===== config.mk =====
export PLATFORM = sky130hd
export DESIGN_NAME = m68k_spi_master_ctrl
export DESIGN_NICKNAME = d
export VERILOG_FILES = /design/src/rtl/m68k_spi_master_ctrl.sv
export SDC_FILE = /design/constraint.sdc
export NUM_CORES = 1
export LEC_CHECK = 0
export BUFFER_PORTS_ARGS = -buffer_cell sky130_fd_sc_hd__buf_2
export CAP_MARGIN = 20
export CORE_AREA = 2 2 114 116
export DETAILED_ROUTE_END_ITERATION = 10
export DIE_AREA = 0 0 116 118
export PLACE_DENSITY_LB_ADDON = 0.3
export SYNTH_ARGS = -nofsm -noshare
export SYNTH_HDL_FRONTEND = slang
export SYNTH_SLANG_ARGS = --single-unit

===== constraint.sdc =====
create_clock -name Clk -period 2.6 [get_ports Clk]
set_input_delay 0.13 -clock Clk [delete_from_list [all_inputs] [get_ports Clk]]
set_output_delay 0.13 -clock Clk [all_outputs]
set_load 0.005 [all_outputs]

===== src/rtl/m68k_spi_master_ctrl.sv =====
// 68k-bus SPI master: control/status/data/divider/select registers, TX/RX byte
// FIFOs, DTACK_L handshake and a mode 0-3, MSB-first shift engine.
module m68k_spi_master_ctrl #(
  parameter int FIFO_DEPTH = 4,
  parameter int NUM_SS     = 8
) (
  input  logic              Clk,
  input  logic              Reset_H,
  input  logic              Enable_H,
  input  logic [2:0]        Address,
  input  logic              WE_L,
  input  logic [7:0]        DataIn,
  output logic [7:0]        DataOut,
  output logic              DTACK_L,
  output logic              IRQ_L,
  output logic              SCK,
  output logic              MOSI,
  input  logic              MISO,
  output logic [NUM_SS-1:0] SS_L
);
  localparam int AW = $clog2(FIFO_DEPTH);
  localparam int CW = AW + 1;
  localparam logic [CW-1:0] FULL_CNT = CW'(FIFO_DEPTH);

  typedef enum logic [1:0] {IDLE, LOAD, SHIFT, DONE} state_t;

  state_t        state_r;
  logic          enable_d_r;
  logic          spie_r, spe_r, cpol_r, cpha_r, spif_r, wcol_r, rovr_r;
  logic [7:0]    div_r;
  logic [7:0]    tx_mem_r [FIFO_DEPTH];
  logic [7:0]    rx_mem_r [FIFO_DEPTH];
  logic [AW-1:0] tx_wr_r, tx_rd_r, rx_wr_r, rx_rd_r;
  logic [CW-1:0] tx_cnt_r, rx_cnt_r;
  logic [7:0]    sh_r, rx_sh_r, div_cnt_r, div_act_r;
  logic [3:0]    edge_r;

  logic       access_s, wr_s, rd_s, stat_wr_s;
  logic       tx_full_s, tx_empty_s, rx_full_s, rx_empty_s;
  logic       tx_push_s, tx_pop_s, rx_push_s, rx_pop_s;
  logic       done_s, wcol_set_s, rovr_set_s;
  logic [7:0] status_s, rdata_s;

  // A new access is the first cycle of an Enable_H pulse; later cycles have no side effect.
  assign access_s   = Enable_H & ~enable_d_r;
  assign wr_s       = access_s & ~WE_L;
  assign rd_s       = access_s & WE_L;
  assign stat_wr_s  = wr_s && (Address == 3'd1);
  assign tx_full_s  = (tx_cnt_r == FULL_CNT);
  assign tx_empty_s = (tx_cnt_r == {CW{1'b0}});
  assign rx_full_s  = (rx_cnt_r == FULL_CNT);
  assign rx_empty_s = (rx_cnt_r == {CW{1'b0}});
  assign tx_pop_s   = (state_r == LOAD);
  assign tx_push_s  = wr_s && (Address == 3'd2) && (!tx_full_s || tx_pop_s);
  assign wcol_set_s = wr_s && (Address == 3'd2) && tx_full_s && !tx_pop_s;
  assign rx_pop_s   = rd_s && (Address == 3'd2) && !rx_empty_s;
  assign done_s     = (state_r == DONE) && spe_r;
  assign rx_push_s  = done_s && (!rx_full_s || rx_pop_s);
  assign rovr_set_s = done_s && rx_full_s && !rx_pop_s;
  assign status_s   = {spif_r, wcol_r, rovr_r, 1'b0, tx_full_s, tx_empty_s, rx_full_s, rx_empty_s};

  // Register read multiplexer.
  always_comb begin
    rdata_s = 8'h00;
    case (Address)
      3'd0:    rdata_s = {spie_r, spe_r, 2'b00, cpol_r, cpha_r, 2'b00};
      3'd1:    rdata_s = status_s;
      3'd2:    rdata_s = rx_empty_s ? 8'h00 : rx_mem_r[rx_rd_r];
      3'd3:    rdata_s = div_r;
      3'd4:    rdata_s = 8'(~SS_L);
      default: rdata_s = 8'h00;
    endcase
  end

  // Bus handshake, control registers and sticky status flags.
  always_ff @(posedge Clk) begin
    if (Reset_H) begin
      enable_d_r <= 1'b0;
      DTACK_L    <= 1'b1;
      DataOut    <= 8'h00;
      IRQ_L      <= 1'b1;
      spie_r     <= 1'b0;
      spe_r      <= 1'b0;
      cpol_r     <= 1'b0;
      cpha_r     <= 1'b0;
      spif_r     <= 1'b0;
      wcol_r     <= 1'b0;
      rovr_r     <= 1'b0;
      div_r      <= 8'h00;
      SS_L       <= {NUM_SS{1'b1}};
    end else begin
      enable_d_r <= Enable_H;
      DTACK_L    <= ~Enable_H;
      IRQ_L      <= ~(spie_r & spif_r);
      if (rd_s) begin
        DataOut <= rdata_s;
      end
      if (wr_s) begin
        case (Address)
          3'd0: begin
            spie_r <= DataIn[7];
            spe_r  <= DataIn[6];
            cpol_r <= DataIn[3];
            cpha_r <= DataIn[2];
          end
          3'd3:    div_r <= DataIn;
          3'd4:    SS_L  <= ~NUM_SS'(DataIn);
          default: ;
        endcase
      end
      // A set in the same cycle as a write-1-to-clear wins.
      spif_r <= done_s     | (spif_r & ~(stat_wr_s & DataIn[7]));
      wcol_r <= wcol_set_s | (wcol_r & ~(stat_wr_s & DataIn[6]));
      rovr_r <= rovr_set_s | (rovr_r & ~(stat_wr_s & DataIn[5]));
    end
  end

  // TX and RX FIFO storage, pointers and occupancy counts.
  always_ff @(posedge Clk) begin
    if (Reset_H) begin
      tx_wr_r  <= {AW{1'b0}};
      tx_rd_r  <= {AW{1'b0}};
      rx_wr_r  <= {AW{1'b0}};
      rx_rd_r  <= {AW{1'b0}};
      tx_cnt_r <= {CW{1'b0}};
      rx_cnt_r <= {CW{1'b0}};
    end else begin
      if (tx_push_s) begin
        tx_mem_r[tx_wr_r] <= DataIn;
        tx_wr_r           <= tx_wr_r + AW'(1);
      end
      if (tx_pop_s) begin
        tx_rd_r <= tx_rd_r + AW'(1);
      end
      if (rx_push_s) begin
        rx_mem_r[rx_wr_r] <= rx_sh_r;
        rx_wr_r           <= rx_wr_r + AW'(1);
      end
      if (rx_pop_s) begin
        rx_rd_r <= rx_rd_r + AW'(1);
      end
      tx_cnt_r <= tx_cnt_r + CW'(tx_push_s) - CW'(tx_pop_s);
      rx_cnt_r <= rx_cnt_r + CW'(rx_push_s) - CW'(rx_pop_s);
    end
  end

  // Shift engine; edge_r counts completed SCK edges, so edge_r[0]==0 marks an odd edge.
  always_ff @(posedge Clk) begin
    if (Reset_H) begin
      state_r   <= IDLE;
      SCK       <= 1'b0;
      MOSI      <= 1'b0;
      sh_r      <= 8'h00;
      rx_sh_r   <= 8'h00;
      div_cnt_r <= 8'h00;
      div_act_r <= 8'h00;
      edge_r    <= 4'd0;
    end else if (!spe_r && (state_r != IDLE)) begin
      state_r <= IDLE;
      SCK     <= cpol_r;
    end else begin
      case (state_r)
        IDLE: begin
          SCK <= cpol_r;
          if (spe_r && !tx_empty_s) begin
            state_r <= LOAD;
          end
        end
        LOAD: begin
          sh_r      <= tx_mem_r[tx_rd_r];
          SCK       <= cpol_r;
          div_cnt_r <= 8'h00;
          div_act_r <= div_r;
          edge_r    <= 4'd0;
          state_r   <= SHIFT;
          if (!cpha_r) begin
            MOSI <= tx_mem_r[tx_rd_r][7];
          end
        end
        SHIFT: begin
          if (div_cnt_r == div_act_r) begin
            div_cnt_r <= 8'h00;
            div_act_r <= div_r;
            SCK       <= ~SCK;
            edge_r    <= edge_r + 4'd1;
            if (edge_r[0] == cpha_r) begin
              rx_sh_r <= {rx_sh_r[6:0], MISO};
            end else if (cpha_r) begin
              MOSI <= sh_r[7];
              sh_r <= {sh_r[6:0], 1'b0};
            end else if (edge_r != 4'd15) begin
              MOSI <= sh_r[6];
              sh_r <= {sh_r[6:0], 1'b0};
            end
            if (edge_r == 4'd15) begin
              state_r <= DONE;
            end
          end else begin
            div_cnt_r <= div_cnt_r + 8'd1;
          end
        end
        DONE:    state_r <= IDLE;
        default: state_r <= IDLE;
      endcase
    end
  end
endmodule


==> Word level (Yosys, flattened, before mapping) <==
Memories as Yosys holds them, arrays and structs flattened. A register that Yosys moved wholly into a read port is not among the register bits.
Cells that the tools add are included.
{ "classes": {"n_addsub": 10, "eq_ne": 20, "muxes": 36, "bitwise_logic": 24, "n_reduce_logical": 41} }
{ "ops": {"columns": ["operator", "n"], "rows": [
  ["two-way mux 8 bit", 7],
  ["one-hot mux 8 bit (2 select lines)", 3],
  ["one-hot mux 8 bit (5 select lines)", 1],
  ["inverter 8 bit", 2],
  ["two-way mux 2 bit", 7],
  ["logical AND 1 bit", 13],
  ["two-way mux 1 bit", 13],
  ["AND 1 bit", 10],
  ["!= test 2 bit (second input constant)", 5],
  ["AND reduction 2 bit", 5],
  ["== test 3 bit (second input constant)", 3],
  ["logical NOT 3 bit", 3],
  ["inverter 1 bit", 9],
  ["adder 2 x 1 -> 2 bit (second input constant)", 4],
  ["adder 8 x 1 -> 8 bit (second input constant)", 1],
  ["== test 8 bit", 1],
  ["one-hot mux 2 bit (4 select lines)", 1],
  ["one-hot mux 4 bit (2 select lines)", 1],
  ["logical NOT 1 bit", 7],
  ["adder 3 x 1 -> 3 bit", 2],
  ["== test 3 x 2 -> 1 bit (second input constant)", 2],
  ["!= test 3 bit (second input constant)", 2],
  ["AND reduction 3 bit", 2],
  ["AND reduction 6 bit", 1],
  ["18 further kinds", 26]
]} }
{ "word_totals": {"register_bits": 88, "ram_bits": 64, "inputBits": 16, "out_inout_bits": 20, "word_cells": 160, "n_memories": 2} }
{ "memory_table": {"columns": ["memory", "words", "word_bits", "read_ports", "rd_ports_with_merged_regs", "wr", "line", "rtl"], "rows": [
  ["rx_mem_r", 4, 8, 1, 1, 1, "32", "logic [7:0] rx_mem_r [FIFO_DEPTH];"],
  ["tx_mem_r", 4, 8, 1, 1, 1, "31", "logic [7:0] tx_mem_r [FIFO_DEPTH];"]
]} }

==> Longest topological paths before layout <==
Gate-level depths: netlist (run 1).
{ "depth": {"word_depth": 10, "depth_mapped": 13} }

==> Worst setup path after synthesis (run 1) <==
No wires, ideal clock.
{ "synth_timing": {"path_kind": "reg2reg", "startpoint": "register state_r[1]", "endpoint": "register tx_cnt_r[2]", "setup_ns": 0.128, "arrival_ns": 2.588, "path_slack_ns": -0.116, "stages_incl_launch_ff": 14, "path_buffers": 1, "synth_period_minus_slack_ns": 2.716, "path_cell_list": "dfxtp_1 > inv_1 > ha_1 > clkbuf_1 > nor2_1 > nor3_1 > inv_1 > ha_1 > inv_1 > ha_1 > fa_1 > xnor2_1 > xnor2_1 > nor2_1"} }
{ "synth_between": {"elab_chain_len": 5} }
{ "synth_lines": {"columns": ["item", "line", "rtl"], "rows": [
  ["start: declaration", "27", "state_t state_r;"],
  ["start signal: assignment", "150", "state_r <= IDLE;"],
  ["start signal: assignment", "159", "state_r <= IDLE;"],
  ["start signal: assignment", "166", "state_r <= LOAD;"],
  ["== test 2 x 1 -> 1 bit *", "53", "assign tx_pop_s = (state_r == LOAD);"],
  ["logical OR 1 bit", "54", "assign tx_push_s = wr_s && (Address == 3'd2) && (!tx_full_s || tx_pop_s);"],
  ["logical AND 1 bit", "54", null],
  ["adder 3 x 1 -> 3 bit", "142", "tx_cnt_r <= tx_cnt_r + CW'(tx_push_s) - CW'(tx_pop_s);"],
  ["subtractor 3 x 1 -> 3 bit *", "142", null],
  ["end signal: assignment", "125", "tx_cnt_r <= {CW{1'b0}};"],
  ["end signal: assignment", "142", null],
  ["end: declaration", "34", "logic [CW-1:0] tx_cnt_r, rx_cnt_r;"]
]} }
Mark *: on every way between the ends. The rest lies on a longest branch, timed or not.
A chain may end at the register's enable or synchronous reset.

==> Final worst setup path (run 1) <==
{ "layout_timing": {"startpoint": "register tx_cnt_r[2]", "endpoint": "register tx_cnt_r[2]"} }
{ "layout_between": {"elab_chain_len": 6} }
{ "layout_lines": {"columns": ["item", "line", "rtl"], "rows": [
  ["== test 3 bit", "49", "assign tx_full_s = (tx_cnt_r == FULL_CNT);"],
  ["logical NOT 1 bit", "54", null],
  ["logical OR 1 bit", "54", null],
  ["logical AND 1 bit", "54", null],
  ["adder 3 x 1 -> 3 bit *", "142", null],
  ["subtractor 3 x 1 -> 3 bit *", "142", null]
]} }
Marked as above.

==> impl_metrics.ini, run 1 <==
[outcome]
status = completed

[routing]
avgViaCountPerCell = 5.72
drt-initial-drc-count = 451
vias = 4665
dr.pass1.iters = 5
wirelength_mm = 14.4
wire_per_inst_um = 17.7
post-route-drc-count = 0
postRouteAntennaNets = 0

[finish]
antenna_cells = 0
area_growth_pct = 16.6
design_area_mm2 = 0.00779
nets = 666
drive_above_1_share = 0.190
final_cells = 815

[setup_path]
end_kind = flip-flop
critical_path.max_fanout = 3
worstPathArrival_ns = 2.74
reg2reg_slack_ns = 0.16
cp-start-kind = flip-flop
path_class = reg -> reg
r2r-end = tx_cnt_r[2]
r2r_cells = 11
crit_chain = or3b_2, nor2_1, nor3_2, inv_1, ha_1, inv_1, ha_2, fa_2, xnor2_2, xnor2_1, nor2_1
cp.required_ns = 2.89
critPathSlowestCell = or3b_2
worstReg2RegStart = tx_cnt_r[2]
critPathMaxStageDelay_ns = 0.47

[place]
gp_congestion = 0.806
io_buffers = 35
hpwl_mm = 9.85
dp_cells = 776
dpl_cell_area_mm2 = 0.00709

[timing]
final_hold_viol_count = 0
post-route-period-util = 0.939
drv_slew = 0
setup_viol = 0
worst_slew_pin_slew_ns = 0.954
slew_headroom = 0.361
rsz0062_at_grt = yes
min_period_ns = 2.44
skew_ns = 0.00620
max_freq_mhz = 410

[yosys]
syn_inst = 583
syn_nets = 619
synth-async-reset-ratio = 0
ys_warn_count = 0
netlist_area_mm2 = 0.00668
synth_ff_type = dfxtp_1
ys_ff_latch = 156
synth_area_per_cell_um2 = 11.5
synth_edf_count = 64
ys_seq_area_frac = 0.563
synthDistinctLibCells = 55

[floorplanning]
floorplan.initialDensity = 0.538
ios = 36
row_count = 41
coreArea_mm2 = 0.0124
die_area_mm2 = 0.0137
fp.dieW_um = 116
die_h_um = 118

[pwr]
p_leak_nw = 2.95
p_sw_frac = 0.260
p_seq_frac = 0.452
combPwrFrac = 0.139
internal_power_w = 0.00449
switchingPower_w = 0.00158
ir_drop_v = 0.000652
p_per_area_mw_per_mm2 = 778
clockPowerShare = 0.410

[clock_tree]
clock_path_buffers = 2
htree_levels = 4
clkLatencyLatePin_ns = 0.43
clk_pin_slew_ns = 0.06
numCtsBuffers = 17
cts.sink_count = 156
root_buffer = clkbuf_16
cts_tree = built

[job]
drv_cap = 0

[global_route]
grt_pass1_wl_mm = 23.6
grt_usage = 0.226
grt_pass1_vias = 4702
grt_max_degree = 51
antenna_found_initial = 0
grt_overflow = 0

[hold_path]
whs_endpoint = enable_d_r
min_from = Enable_H
hp-class = in -> reg
worstHoldPathCells = 2
## final cells by class
cell class / instances / area, um^2
fill: 1017 / 4620
multi-input combinational: 375 / 2750
timing repair buffer: 62 / 398
tap: 172 / 215
clock buffer: 20 / 458
sequential: 156 / 3760
clock inverter: 12 / 138
inverter: 18 / 67.6
## routing by layer
layer  track usage  routed length, um
met5             0                  0
met4        0.0952                331
met3        0.0577                748
met2         0.370               7290
met1         0.283               6070
## cell families after synthesis
logic type                 share of synthesized area
DFF                                            0.563
adders and majority gates                     0.0397
and+or+nand+nor                                0.139
buffers and inverters                         0.0305
muxes                                         0.0996
AOI/OAI and AO/OA                             0.0987
xor gates and xnor gates                      0.0288
## power groups by stage
stage               logic [W]  registers (W)  clock network [W]
CTS                  0.000816        0.00274            0.00251
global placement     0.000769        0.00278                  0
finish               0.000843        0.00274            0.00248
floorplan            0.000625        0.00274                  0
detailed placement   0.000803        0.00279                  0
global route         0.000948        0.00275            0.00260
## synthesized netlist by cell type (all sizes together), types with 2 or more instances
cell    count  area [um^2]
mux2        4         45.0
and2        7         43.8
a21oi      32          164
o221ai      3         26.3
inv        18         67.6
buf         9         42.5
o211ai     11         82.6
a22oi       5         37.5
nand3b      3         22.5
or4         3         22.5
mux4       16          360
nand4b      2         17.5
nor2b       8         50.1
edfxtp     64         1920
ha         18          225
xnor2       9         78.8
and3        7         43.8
a211oi      3         22.5
fa          2         40.0
nor2       41          161
clkbuf     25         93.8
a31oi       7         43.8
o21ai      29          145
nor4        5         61.3
xor2       13          114
dfxtp      92         1840
nand2      48          183
nand3      24          120
a211o       2         17.5
a22o        6         52.6
nor3       13         65.1
or3        10         62.6
nand4       3         18.8
mux2i      26          260
## cells in the final DEF, fill, tap and decap left out, drive strengths merged, types with 18 or more instances in the layout
master / count
edfxtp: 64
a21oi: 32
dfxtp: 92
nand2: 48
buf: 57
mux2i: 26
inv: 21
nor2: 41
clkbuf: 20
nand3: 24
o21ai: 29
ha: 18
## registers in the layout, indices dropped and copies added, names as in the netlist, 2 cells and up, named ones only
| signal | count |
|---|---|
| edge_r | 4 |
| tx_mem_r | 32 |
| state_r | 2 |
| rx_cnt_r | 3 |
| rx_rd_r | 2 |
| DataOut | 8 |
| div_act_r | 8 |
| rx_sh_r | 8 |
| tx_wr_r | 2 |
| tx_rd_r | 2 |
| SS_L | 8 |
| rx_mem_r | 32 |
| tx_cnt_r | 3 |
| sh_r | 8 |
| div_cnt_r | 8 |
| rx_wr_r | 2 |
| div_r | 8 |
## worst max path at each step
stage,start,endpoint,slack [ns]
finish,tx_cnt_r[2],tx_cnt_r[2],0.16
global route,enable_d_r,rx_cnt_r[2],-0.02
detailed placement,enable_d_r,rx_cnt_r[2],-0.03
CTS,enable_d_r,tx_cnt_r[2],0.04
floorplan,state_r[1],tx_cnt_r[2],0.04
global placement,enable_d_r,rx_cnt_r[2],0.09
## per-stage QoR
step	util	total power [W]	hold WS, ns	setup WS, ns	setup TNS (ns)
6_report	0.628	0.00606	0.0321	0.158	0
5_1_grt	0.628	0.00630	0.0288	-0.0202	-0.0213
4_1_cts	0.624	0.00606	0.0230	0.0448	0
3_5_place_dp	0.571	0.00359	0.376	-0.0292	-0.0292
3_3_place_gp	0.571	0.00355	0.363	0.0947	0
2_1_floorplan	-	0.00336	0.229	0.0404	0
## critical path: cells and delay by family (launching register included)
family	cells	cell delay, ns
AND/OR/NAND/NOR	4	0.77
adder cells (fa/ha/maj)	3	0.69
XOR/XNOR	2	0.34
buffers and inverters	2	0.13
flip-flops	1	0.39
## repair_timing
action	CTS	global route
gates resized for setup	2	6
endpoints found under the hold margin	18	0
setup buffers	0	1
pin swaps	0	7
hold buffers	5	0
setup endpoints to repair	2	2
Note: power is estimated with default switching activity, not from simulation.
==> run 2, diff against run 1 <==
- CORE_AREA: 2 2 114 116 -> 2 2 127 104
- DIE_AREA: 0 0 116 118 -> 0 0 129 106
- MAX_ROUTING_LAYER: default -> met4
==> impl_metrics.ini, run 2 (same netlist as run 1, synthesis figures left out) <==
[floorplanning]
floorplan.initialDensity = 0.532
row_count = 37
die_area_mm2 = 0.0137
coreArea_mm2 = 0.0125
ios = 36
die_h_um = 106
fp.dieW_um = 129

[timing]
min_period_ns = 2.53
setup_viol = 0
post-route-period-util = 0.974
max_freq_mhz = 395
slew_headroom = 0.369
worst_slew_pin_slew_ns = 0.942
drv_slew = 0
fin_setup_tns_ns = 0
whs_ns = 0.00863
final_hold_viol_count = 0
skew_ns = 0.00899
worst_slack_ns = 0.0685

[routing]
vias = 4682
wire_per_inst_um = 18.2
avgViaCountPerCell = 5.71
drt-initial-drc-count = 413
wirelength_mm = 14.9
post-route-drc-count = 0
dr.pass1.iters = 6
postRouteAntennaNets = 0

[finish]
final_common_cell = dfxtp_1
design_area_mm2 = 0.00781
area_growth_pct = 16.9
n_fill_cell = 957
multiInputGateArea_mm2 = 0.00279
reg_top3 = rx_mem_r x32, tx_mem_r x32
ff_latch_area_mm2 = 0.00376
drive_above_1_share = 0.195
nets = 668
layout_common_cells = dfxtp_1, edfxtp_1, nand2_1
antenna_cells = 0

[global_route]
grt_pass1_wl_mm = 24.4
grt_max_degree = 37
grt_pass1_vias = 4710
antenna_found_initial = 0
grt_usage = 0.242
grt_overflow = 0

[setup_path]
critical_path.max_fanout = 8
end_kind = flip-flop
worstPathArrival_ns = 2.61
cp.required_ns = 2.67
path_class = reg -> reg
cp-start-kind = flip-flop

[clock_tree]
numCtsBuffers = 17
clock_path_buffers = 2
cts_tree = built
cts.sink_count = 156
root_buffer = clkbuf_16
htree_levels = 4
clkLatencyLatePin_ns = 0.43
clk_pin_slew_ns = 0.07

[pwr]
switchingPower_w = 0.00162
internal_power_w = 0.00433
combPwrFrac = 0.141
ir_drop_v = 0.000510
p_leak_nw = 2.95
p_sw_frac = 0.272
clockPowerShare = 0.399
p_per_area_mw_per_mm2 = 762
p_seq_frac = 0.460

[job]
drv_cap = 0

[place]
place_ws_ns = -0.131
gp_congestion = 0.907
hpwl_mm = 10.1
dpl_cell_area_mm2 = 0.00709
io_buffers = 35

[outcome]
status = completed

[hold_path]
hp-class = in -> reg
-- run 2: worst max-delay path: stages, from the launching register on --
cell and delay (ns):
dfxtp_1 0.33, nand3b_1 0.31, o311ai_4 0.33, nand3_2 0.17, buf_4 0.18, buf_4 0.12, buf_4 0.14, nor2_1 0.16
and2_1 0.44
-- run 2: repair_timing --
| item | CTS | global route |
|---|---|---|
| buffers inserted | 0 | 4 |
| endpoints found under the hold margin | 18 | 0 |
| gates resized for setup | 1 | 11 |
| pin swaps | 0 | 5 |
| hold buffers | 5 | 0 |
| endpoints found under the setup margin | 2 | 3 |
-- run 2: path summary, 6_finish.rpt --
check,start,to,cells past startpoint,slack [ns]
min,DataIn[2],tx_mem_r[2][2],1,0.009
min reg2reg,spif_r,IRQ_L,1,0.44
max,enable_d_r,rx_mem_r[1][5],8,0.07
max reg2reg,enable_d_r,rx_mem_r[1][5],8,0.07
-- run 2: layer usage --
layer | track usage | vias to the layer above | wire length (um)
met2 | 0.345 | 143 | 6690
met5 | - | - | 0
met3 | 0.0639 | 24 | 813
li1 | - | 2224 | -
met4 | 0.0885 | 0 | 293
met1 | 0.335 | 2291 | 7120
-- run 2: area by class of cell --
type | count | area share
clock buffers | 18 | 0.0550
repair buffers | 64 | 0.0524
flip-flops and latches | 156 | 0.482
inverters | 18 | 0.00865
multi-input cells | 375 | 0.357
well taps | 175 | 0.0280
clock inverters | 14 | 0.0171
-- run 2: power groups by stage --
| stage | clock network (W) | logic, W | registers (W) |
|---|---|---|---|
| after floorplan | 0 | 0.000625 | 0.00274 |
| after global placement | 0 | 0.000764 | 0.00278 |
| after detailed placement | 0 | 0.000782 | 0.00279 |
| after CTS | 0.00240 | 0.000795 | 0.00274 |
| after global routing | 0.00251 | 0.000936 | 0.00276 |
| final | 0.00238 | 0.000838 | 0.00274 |
-- run 2: through the flow --
step                      power, W  cells  utilization
after floorplan            0.00336    583            -
after global placement     0.00355    778        0.565
after detailed placement   0.00357    778        0.565
after CTS                  0.00593    815        0.614
after global routing       0.00620    820        0.623
final                      0.00595    820        0.623
